===== config.mk =====
export PLATFORM = sky130hd
export DESIGN_NAME = instruction_fetch
export DESIGN_NICKNAME = d
export VERILOG_FILES = /design/src/rtl/instruction_fetch.sv
export SDC_FILE = /design/constraint.sdc
export NUM_CORES = 1
export LEC_CHECK = 0
export CORE_MARGIN = 1.5
export CORE_UTILIZATION = 45
export CTS_CLUSTER_DIAMETER = 80
export DETAILED_ROUTE_END_ITERATION = 6
export PLACE_DENSITY_LB_ADDON = 0.08
export SLEW_MARGIN = 20
export SYNTH_ARGS = -nofsm -noshare
export SYNTH_HDL_FRONTEND = slang
export SYNTH_SLANG_ARGS = --single-unit

===== constraint.sdc =====
create_clock -name i_clk -period 7.8 [get_ports i_clk]
set_input_delay 1.17 -clock i_clk [delete_from_list [all_inputs] [get_ports i_clk]]
set_output_delay 1.17 -clock i_clk [all_outputs]
set_load 0.01 [all_outputs]

===== src/rtl/instruction_fetch.sv =====
// instruction_fetch: program counter, word-aligned imem request issue and an in-order
// {inst, pc} queue toward decode, with redirect-driven discard of stale fetches.
module instruction_fetch #(
  parameter logic [31:0] RESET_PC = 32'h0000_0000,
  parameter int DEPTH = 2
) (
  input  logic        i_clk,
  input  logic        i_rst,
  output logic        o_imem_req_valid,
  output logic [31:0] o_imem_req_addr,
  input  logic        i_imem_req_ready,
  input  logic        i_imem_rsp_valid,
  input  logic [31:0] i_imem_rsp_data,
  input  logic        i_redirect_valid,
  input  logic [31:0] i_redirect_pc,
  output logic        o_inst_valid,
  output logic [31:0] o_inst,
  output logic [31:0] o_inst_pc,
  input  logic        i_inst_ready
);
  localparam int CW = $clog2(DEPTH + 1);
  localparam int OW = CW + 1;
  localparam int PW = $clog2(DEPTH);
  localparam logic [PW-1:0] LAST = PW'(DEPTH - 1);
  localparam logic [OW-1:0] CAP = OW'(DEPTH);
  logic [31:0]   pc;
  logic [CW-1:0] inflight, drop, count, inflight_next;
  logic [OW-1:0] occupancy;
  logic [31:0]   pf_mem [DEPTH];
  logic [31:0]   q_inst [DEPTH];
  logic [31:0]   q_pc   [DEPTH];
  logic [PW-1:0] pf_rd, pf_wr, q_rd, q_wr;
  logic          req_hs, rsp_keep, pop;

  function automatic logic [PW-1:0] nxt(input logic [PW-1:0] p);
    return (p == LAST) ? '0 : p + 1'b1;
  endfunction

  assign occupancy        = {1'b0, inflight} + {1'b0, count};
  assign o_imem_req_valid = !i_rst && (occupancy < CAP);
  assign o_imem_req_addr  = pc;
  assign req_hs           = o_imem_req_valid && i_imem_req_ready;
  assign o_inst_valid     = count != '0;
  assign o_inst           = o_inst_valid ? q_inst[q_rd] : '0;
  assign o_inst_pc        = o_inst_valid ? q_pc[q_rd] : '0;
  assign pop              = o_inst_valid && i_inst_ready;
  assign inflight_next    = inflight + CW'(req_hs) - CW'(i_imem_rsp_valid);
  // a response arriving alongside a redirect is stale by definition
  assign rsp_keep         = i_imem_rsp_valid && drop == '0 && !i_redirect_valid;

  always_ff @(posedge i_clk or posedge i_rst) begin
    if (i_rst) begin
      pc       <= RESET_PC;
      inflight <= '0;
      drop     <= '0;
      count    <= '0;
      pf_rd    <= '0;
      pf_wr    <= '0;
      q_rd     <= '0;
      q_wr     <= '0;
    end else begin
      inflight <= inflight_next;
      if (req_hs) pf_wr <= nxt(pf_wr);
      if (i_imem_rsp_valid) pf_rd <= nxt(pf_rd);
      if (i_redirect_valid) begin
        pc    <= {i_redirect_pc[31:2], 2'b00};
        drop  <= inflight_next;
        count <= '0;
        q_rd  <= '0;
        q_wr  <= '0;
      end else begin
        if (req_hs) pc <= pc + 32'd4;
        if (i_imem_rsp_valid && drop != '0) drop <= drop - 1'b1;
        if (rsp_keep) q_wr <= nxt(q_wr);
        if (pop) q_rd <= nxt(q_rd);
        count <= count + CW'(rsp_keep) - CW'(pop);
      end
    end
  end

  always_ff @(posedge i_clk) begin
    if (req_hs) pf_mem[pf_wr] <= pc;
    if (rsp_keep) begin
      q_inst[q_wr] <= i_imem_rsp_data;
      q_pc[q_wr]   <= pf_mem[pf_rd];
    end
  end

  assert property (@(posedge i_clk) disable iff (i_rst) !(i_imem_rsp_valid && inflight == '0));
endmodule


# Word level (Yosys, flattened, before mapping)
# Memory sizes are Yosys's and may differ from the RTL's.
# Index checks and enable logic that the tools add are counted.
dict set report totals {
  register_bits 42
  ram_bits 192
  mem_count 3
}
dict set report classes {
  add_sub_neg 11
  order_cmp 1
  mux 19
  reduce_logical 15
}
# name words word_bits rd rd_clocked_by_memory_dff wr line_no
set mem_list {}
lappend mem_list {pf_mem 2 32 1 0 1 29} ;# logic [31:0] pf_mem [DEPTH];
lappend mem_list {q_inst 2 32 1 0 1 30} ;# logic [31:0] q_inst [DEPTH];
lappend mem_list {q_pc 2 32 1 0 1 31} ;# logic [31:0] q_pc [DEPTH];
# op count
set ops {}
lappend ops {{$mux 32} 4}
lappend ops {{$add 32x3->32 const B} 1}
lappend ops {{$mux 1} 12}
lappend ops {{$reduce_bool 2->1} 6}
lappend ops {{$logic_and 1x1->1} 6}
lappend ops {{$mux 2} 3}
lappend ops {{$add 1x1->1 const B} 4}
lappend ops {{$add 2x1->2} 2}
lappend ops {{$sub 2x1->2} 2}
lappend ops {{$add 2x2->3} 1}
lappend ops {{$lt 3x2->1 const B} 1}
lappend ops {{$logic_not 1->1} 2}
lappend ops {{$logic_not 2->1} 1}
lappend ops {{$sub 2x1->2 const B} 1}

# Longest topological paths before layout
dict set report logic_depth {
  depth_word 7
  mapped_depth 12
  mapped_depth_nobuf 11
}

# Least setup slack after synthesis
# No wires, ideal clock.
dict set report synth_timing {
  path_type {input to register}
  start {input port i_redirect_valid}
  end {memory q_inst[0][0], enable pin}
  setup_time_ps 482
  t_arrival_ps 4286
  t_required_ps 7318
  setup_slack_ps 3032
  stages 3
  cell_sequence {buf_1 > or2_2 > nor2_1}
}
dict set report synth_via {
  elab_chain_cells 4
}
# item line_no
set synth_rtl {}
lappend synth_rtl {{start: declaration} 14} ;# input logic i_redirect_valid,
lappend synth_rtl {{$logic_not 1->1} 49} ;# assign rsp_keep = i_imem_rsp_valid && drop == '0 && !i_redirect_valid;
lappend synth_rtl {{$logic_and 1x1->1} 49}
lappend synth_rtl {{$mux 1} 83} ;# if (rsp_keep) begin
lappend synth_rtl {{$mux 1 (implied by the code)} 84} ;# q_inst[q_wr] <= i_imem_rsp_data;
lappend synth_rtl {{end: declaration} 30}
# No other way between the ends.

# Worst setup path after layout
dict set report layout_timing {
  start {register count[1]}
  end {output port o_inst_pc[3]}
}
dict set report layout_via {
  elab_chain_cells 2
}
# item line_no
set layout_rtl {}
lappend layout_rtl {{start: declaration} 27} ;# logic [CW-1:0] inflight, drop, count, inflight_next;
lappend layout_rtl {{start signal: assignment} 76} ;# count <= count + CW'(rsp_keep) - CW'(pop);
lappend layout_rtl {{$reduce_bool 2->1} 43} ;# assign o_inst_valid = count != '0;
lappend layout_rtl {{$mux 32} 45} ;# assign o_inst_pc = o_inst_valid ? q_pc[q_rd] : '0;
lappend layout_rtl {{end: declaration} 18} ;# output logic [31:0] o_inst_pc,
# No other way between the ends.

==> reports/qor.json <==
{
  "outcome": {"value": "completed"},
  "timing.critical_path.max_delay_family": {"value": "buffers and inverters"},
  "detailedPlacementHpwl": {"value": 11200, "unit": "um"},
  "finalSetupTns": {"value": 0, "unit": "ns"},
  "cts-htree-levels": {"value": 1},
  "die_span_in_x": {"value": 145, "unit": "um"},
  "start_kind": {"value": "flip-flop"},
  "critPathCaptureType": {"value": "output pin"},
  "postSynthAreaPerCell": {"value": 15.1, "unit": "um2"},
  "timing.final.crit_period": {"value": 3.86, "unit": "ns"},
  "final-max-slew-violation-count": {"value": 0},
  "worst_path_largest_cell_delay": {"value": 0.54, "unit": "ns"},
  "area_delta_synth_final": {"value": 28.6, "unit": "%"},
  "ys_warn_count": {"value": 0},
  "final_area": {"value": 11800, "unit": "um2"},
  "synth-edff-count": {"value": 184},
  "leakagePower": {"value": 3.97, "unit": "nW"},
  "synth_async_sr_flop_share": {"value": 17.9, "unit": "%"},
  "global_route.overflow_total": {"value": 0},
  "cts_sinks": {"value": 224},
  "drt-pass1-iter-count": {"value": 4},
  "period_share": {"value": 49.5, "unit": "%"},
  "cts_setup_buffers": {"value": 0},
  "rsz0062_at_grt": {"value": "false"},
  "timing.critical_path.cells": {"value": "nor2_4 -> buf_4 -> nor2_1 -> clkdlybuf4s50_1"},
  "setup_violations": {"value": 0},
  "synth.yosys.seq_area_share": {"value": 71.4, "unit": "%"},
  "diodes": {"value": 0},
  "ctsHoldBuffers": {"value": 0},
  "yosys_register_bits": {"value": 224},
  "synth.distinct_cells": {"value": 43},
  "cts-root-buf": {"value": "clkbuf_16"},
  "buffers_added_on_ports": {"value": 161},
  "finClkSkew": {"value": 0.00930, "unit": "ns"},
  "fillerInstances": {"value": 1530},
  "syn_inst": {"value": 605},
  "grt_first_pass_wirelength": {"value": 28900, "unit": "um"},
  "critPathSlowestCell": {"value": "nor2_4"},
  "clock_tree_from_tritoncts": {"value": "yes"},
  "hold_viol_final": {"value": 0},
  "worstPathRequired": {"value": 6.63, "unit": "ns"},
  "max_slew_margin": {"value": 32.8, "unit": "%"},
  "drt_total_wl": {"value": 18300, "unit": "um"},
  "reg_clk_slew_reported_paths": {"value": 0.06, "unit": "ns"},
  "layout.core_utilization": {"value": 59.6, "unit": "%"},
  "detailed_place.area": {"value": 11000, "unit": "um2"},
  "grt_start_max_net_pins": {"value": 68},
  "synthesis.area": {"value": 9140, "unit": "um2"},
  "routed_via_density": {"value": 4.97},
  "dr_total_vias": {"value": 5231},
  "initial_antenna_violation_count": {"value": 0},
  "synth_flop_cell": {"value": "edfxtp_1"},
  "synth_top_cell_area_share": {"value": 60.5, "unit": "%"},
  "max_clock_freq": {"value": 259, "unit": "MHz"},
  "critPathKind": {"value": "reg -> out"},
  "fin_worst_hold_slack": {"value": 0.544, "unit": "ns"},
  "finish.net_count": {"value": 849},
  "drt_drc_violations_left": {"value": 0},
  "arrival": {"value": 2.69, "unit": "ns"},
  "area_of_the_die": {"value": 21200, "unit": "um2"},
  "place_congestion": {"value": 0.797},
  "ctsLongestPathBuffers": {"value": 3},
  "cap_viol_max_count": {"value": 0},
  "timing_worst_slew_pin_value": {"value": 1.01, "unit": "ns"},
  "track_usage": {"value": 17.2, "unit": "%"},
  "route.detailed.wl_per_inst": {"value": 17.4, "unit": "um"},
  "die_h": {"value": 145, "unit": "um"},
  "critical_path.max_fanout": {"value": 39},
  "floorplan_core_area": {"value": 19700, "unit": "um2"},
  "initial_utilization": {"value": 46.3, "unit": "%"},
  "vdd_drop_max": {"value": 161, "unit": "uV"},
  "hp-class": {"value": "reg -> reg"},
  "cts_inserted_buffers": {"value": 23},
  "final_antenna_net_count": {"value": 0},
  "cellPowerDensity": {"value": 297, "unit": "nW/um2"},
  "ioPinCount": {"value": 168},
  "dr_iter_0_viols": {"value": 262},
  "critical_path_buf_inv_count": {"value": 2},
  "drive_above_1_share": {"value": 11.4, "unit": "%"},
  "cts-resized-gates": {"value": 0},
  "cell_types_with_the_largest_area_share_after_synthesis": {"value": "edfxtp_1 (60%), dfrtp_1 (11%), mux2i_1 (6.9%)"},
  "placementRows": {"value": 51},
  "leading_area_contributor_after_synthesis": {"value": "edfxtp_1"},
  "number_of_global_route_vias_before_repair": {"value": 5381},
  "clk-insertion-delay-late": {"value": 0.49, "unit": "ns"}
}
[cells by family after synthesis]
| family | share of synthesized area [%] |
|---|---|
| buffers and inverters | 2.15 |
| other | 0.0410 |
| XOR/XNOR | 3.64 |
| AO/OA/AOI/OAI | 1.74 |
| flip-flops | 71.4 |
| AND/OR/NAND/NOR | 9.12 |
| multiplexers | 10.8 |
| adder cells (fa/ha/maj) | 1.04 |
[sequential cells by signal, summed over array words and instances, names as in the netlist]
signal           count
count                2
drop                 2
inflight             2
o_imem_req_addr     30
pf_mem              60
pf_rd                1
pf_wr                1
q_inst              64
q_pc                60
q_rd                 1
q_wr                 1
[cell usage after synthesis, drive strengths merged (2+ instances only)]
| cell | n |
|---|---|
| and2 | 4 |
| and3 | 4 |
| and4 | 2 |
| buf | 13 |
| clkbuf | 17 |
| dfrtp | 40 |
| edfxtp | 184 |
| ha | 6 |
| inv | 10 |
| mux2 | 32 |
| mux2i | 63 |
| nand2 | 38 |
| nand3 | 15 |
| nand4 | 9 |
| nor2 | 76 |
| nor3 | 6 |
| nor4 | 5 |
| nor4b | 2 |
| o21ai | 30 |
| or3 | 2 |
| or4 | 2 |
| xnor2 | 20 |
| xor2 | 18 |
[report_power, final]
| group | total (mW) | internal [mW] | leakage (nW) | switching [mW] |
|---|---|---|---|---|
| logic | 0.893 | 0.454 | 1.47 | 0.439 |
| registers | 1.58 | 1.48 | 2.16 | 0.0984 |
| clock network | 1.02 | 0.607 | 0.342 | 0.413 |
[stage by stage]
step / instances / worst slack, ns / power [mW]
CTS: 1052 / 3.84 / 3.53
finish: 1053 / 3.94 / 3.49
floorplan: 608 / 3.03 / 2.09
global placement: 1011 / 4.24 / 2.48
detailed placement: 1011 / 4.24 / 2.50
global route: 1053 / 3.70 / 3.67
[cell usage in the layout (no fill, tap or decap), types with 2 or more instances in the layout]
cell	synthesis	routed
inv_1	10	10
o21ai_0	22	22
nor2_1	76	72
and4_1	2	2
xnor2_1	20	20
xor2_1	18	18
nand3_2	2	2
dfrtp_1	40	39
edfxtp_1	184	184
and3_1	3	3
nor4_2	3	3
and2_1	4	4
clkbuf_1	16	11
nand2_1	38	38
nand3_1	13	13
ha_1	6	6
mux2_2	32	32
buf_4	4	8
nor2_4	0	4
clkbuf_8	1	3
conb_1	1	4
o21ai_1	7	7
or3_1	2	2
nand4_1	8	8
clkbuf_16	0	23
nor4b_2	2	2
clkdlybuf4s50_1	0	160
mux2i_1	63	63
nor3_1	5	5
clkinv_2	0	2
[worst reg2reg max path, delay by kind of cell (launching register included)]
family	cells	cell delay (ns)
simple gates	3	1.22
fa+ha+maj	1	0.49
flops	1	0.44
buf+inv	2	0.33
[final timing paths]
path                                  start                   to  slack, ns  cells after the start
min in group asynchronous             i_rst  o_imem_req_addr[15]       1.19                      3
worst min register to register  inflight[0]          inflight[0]       0.54                      1
worst min-delay path            inflight[0]          inflight[0]       0.54                      1
max in group asynchronous             i_rst                 q_rd       6.19                      3
worst max-delay path               count[1]         o_inst_pc[3]       3.94                      4
worst max register to register     count[0]         pf_mem[0][6]       4.93                      6
[layout make-up]
| class | instances | area, um2 | share of cell area (%) |
|---|---|---|---|
| Sequential cell | 224 | 6530 | 55.6 |
| Multi-Input combinational cell | 343 | 2460 | 20.9 |
| Timing Repair Buffer | 170 | 1690 | 14.4 |
| Clock inverter | 4 | 43.8 | 0.373 |
| Clock buffer | 37 | 658 | 5.60 |
| Tap cell | 265 | 332 | 2.82 |
| Inverter | 10 | 37.5 | 0.319 |
[routing by layer]
metal  global-route usage [%]  part of all wire, %  vias to the layer above
met2                     29.2                   48                      159
met5                        0                    0                        -
met3                     2.60                  4.7                       26
met4                     4.85                  2.0                        0
li1                         -                    -                     2522
met1                     23.1                   46                     2524
Power figures use the tool's default switching activity.
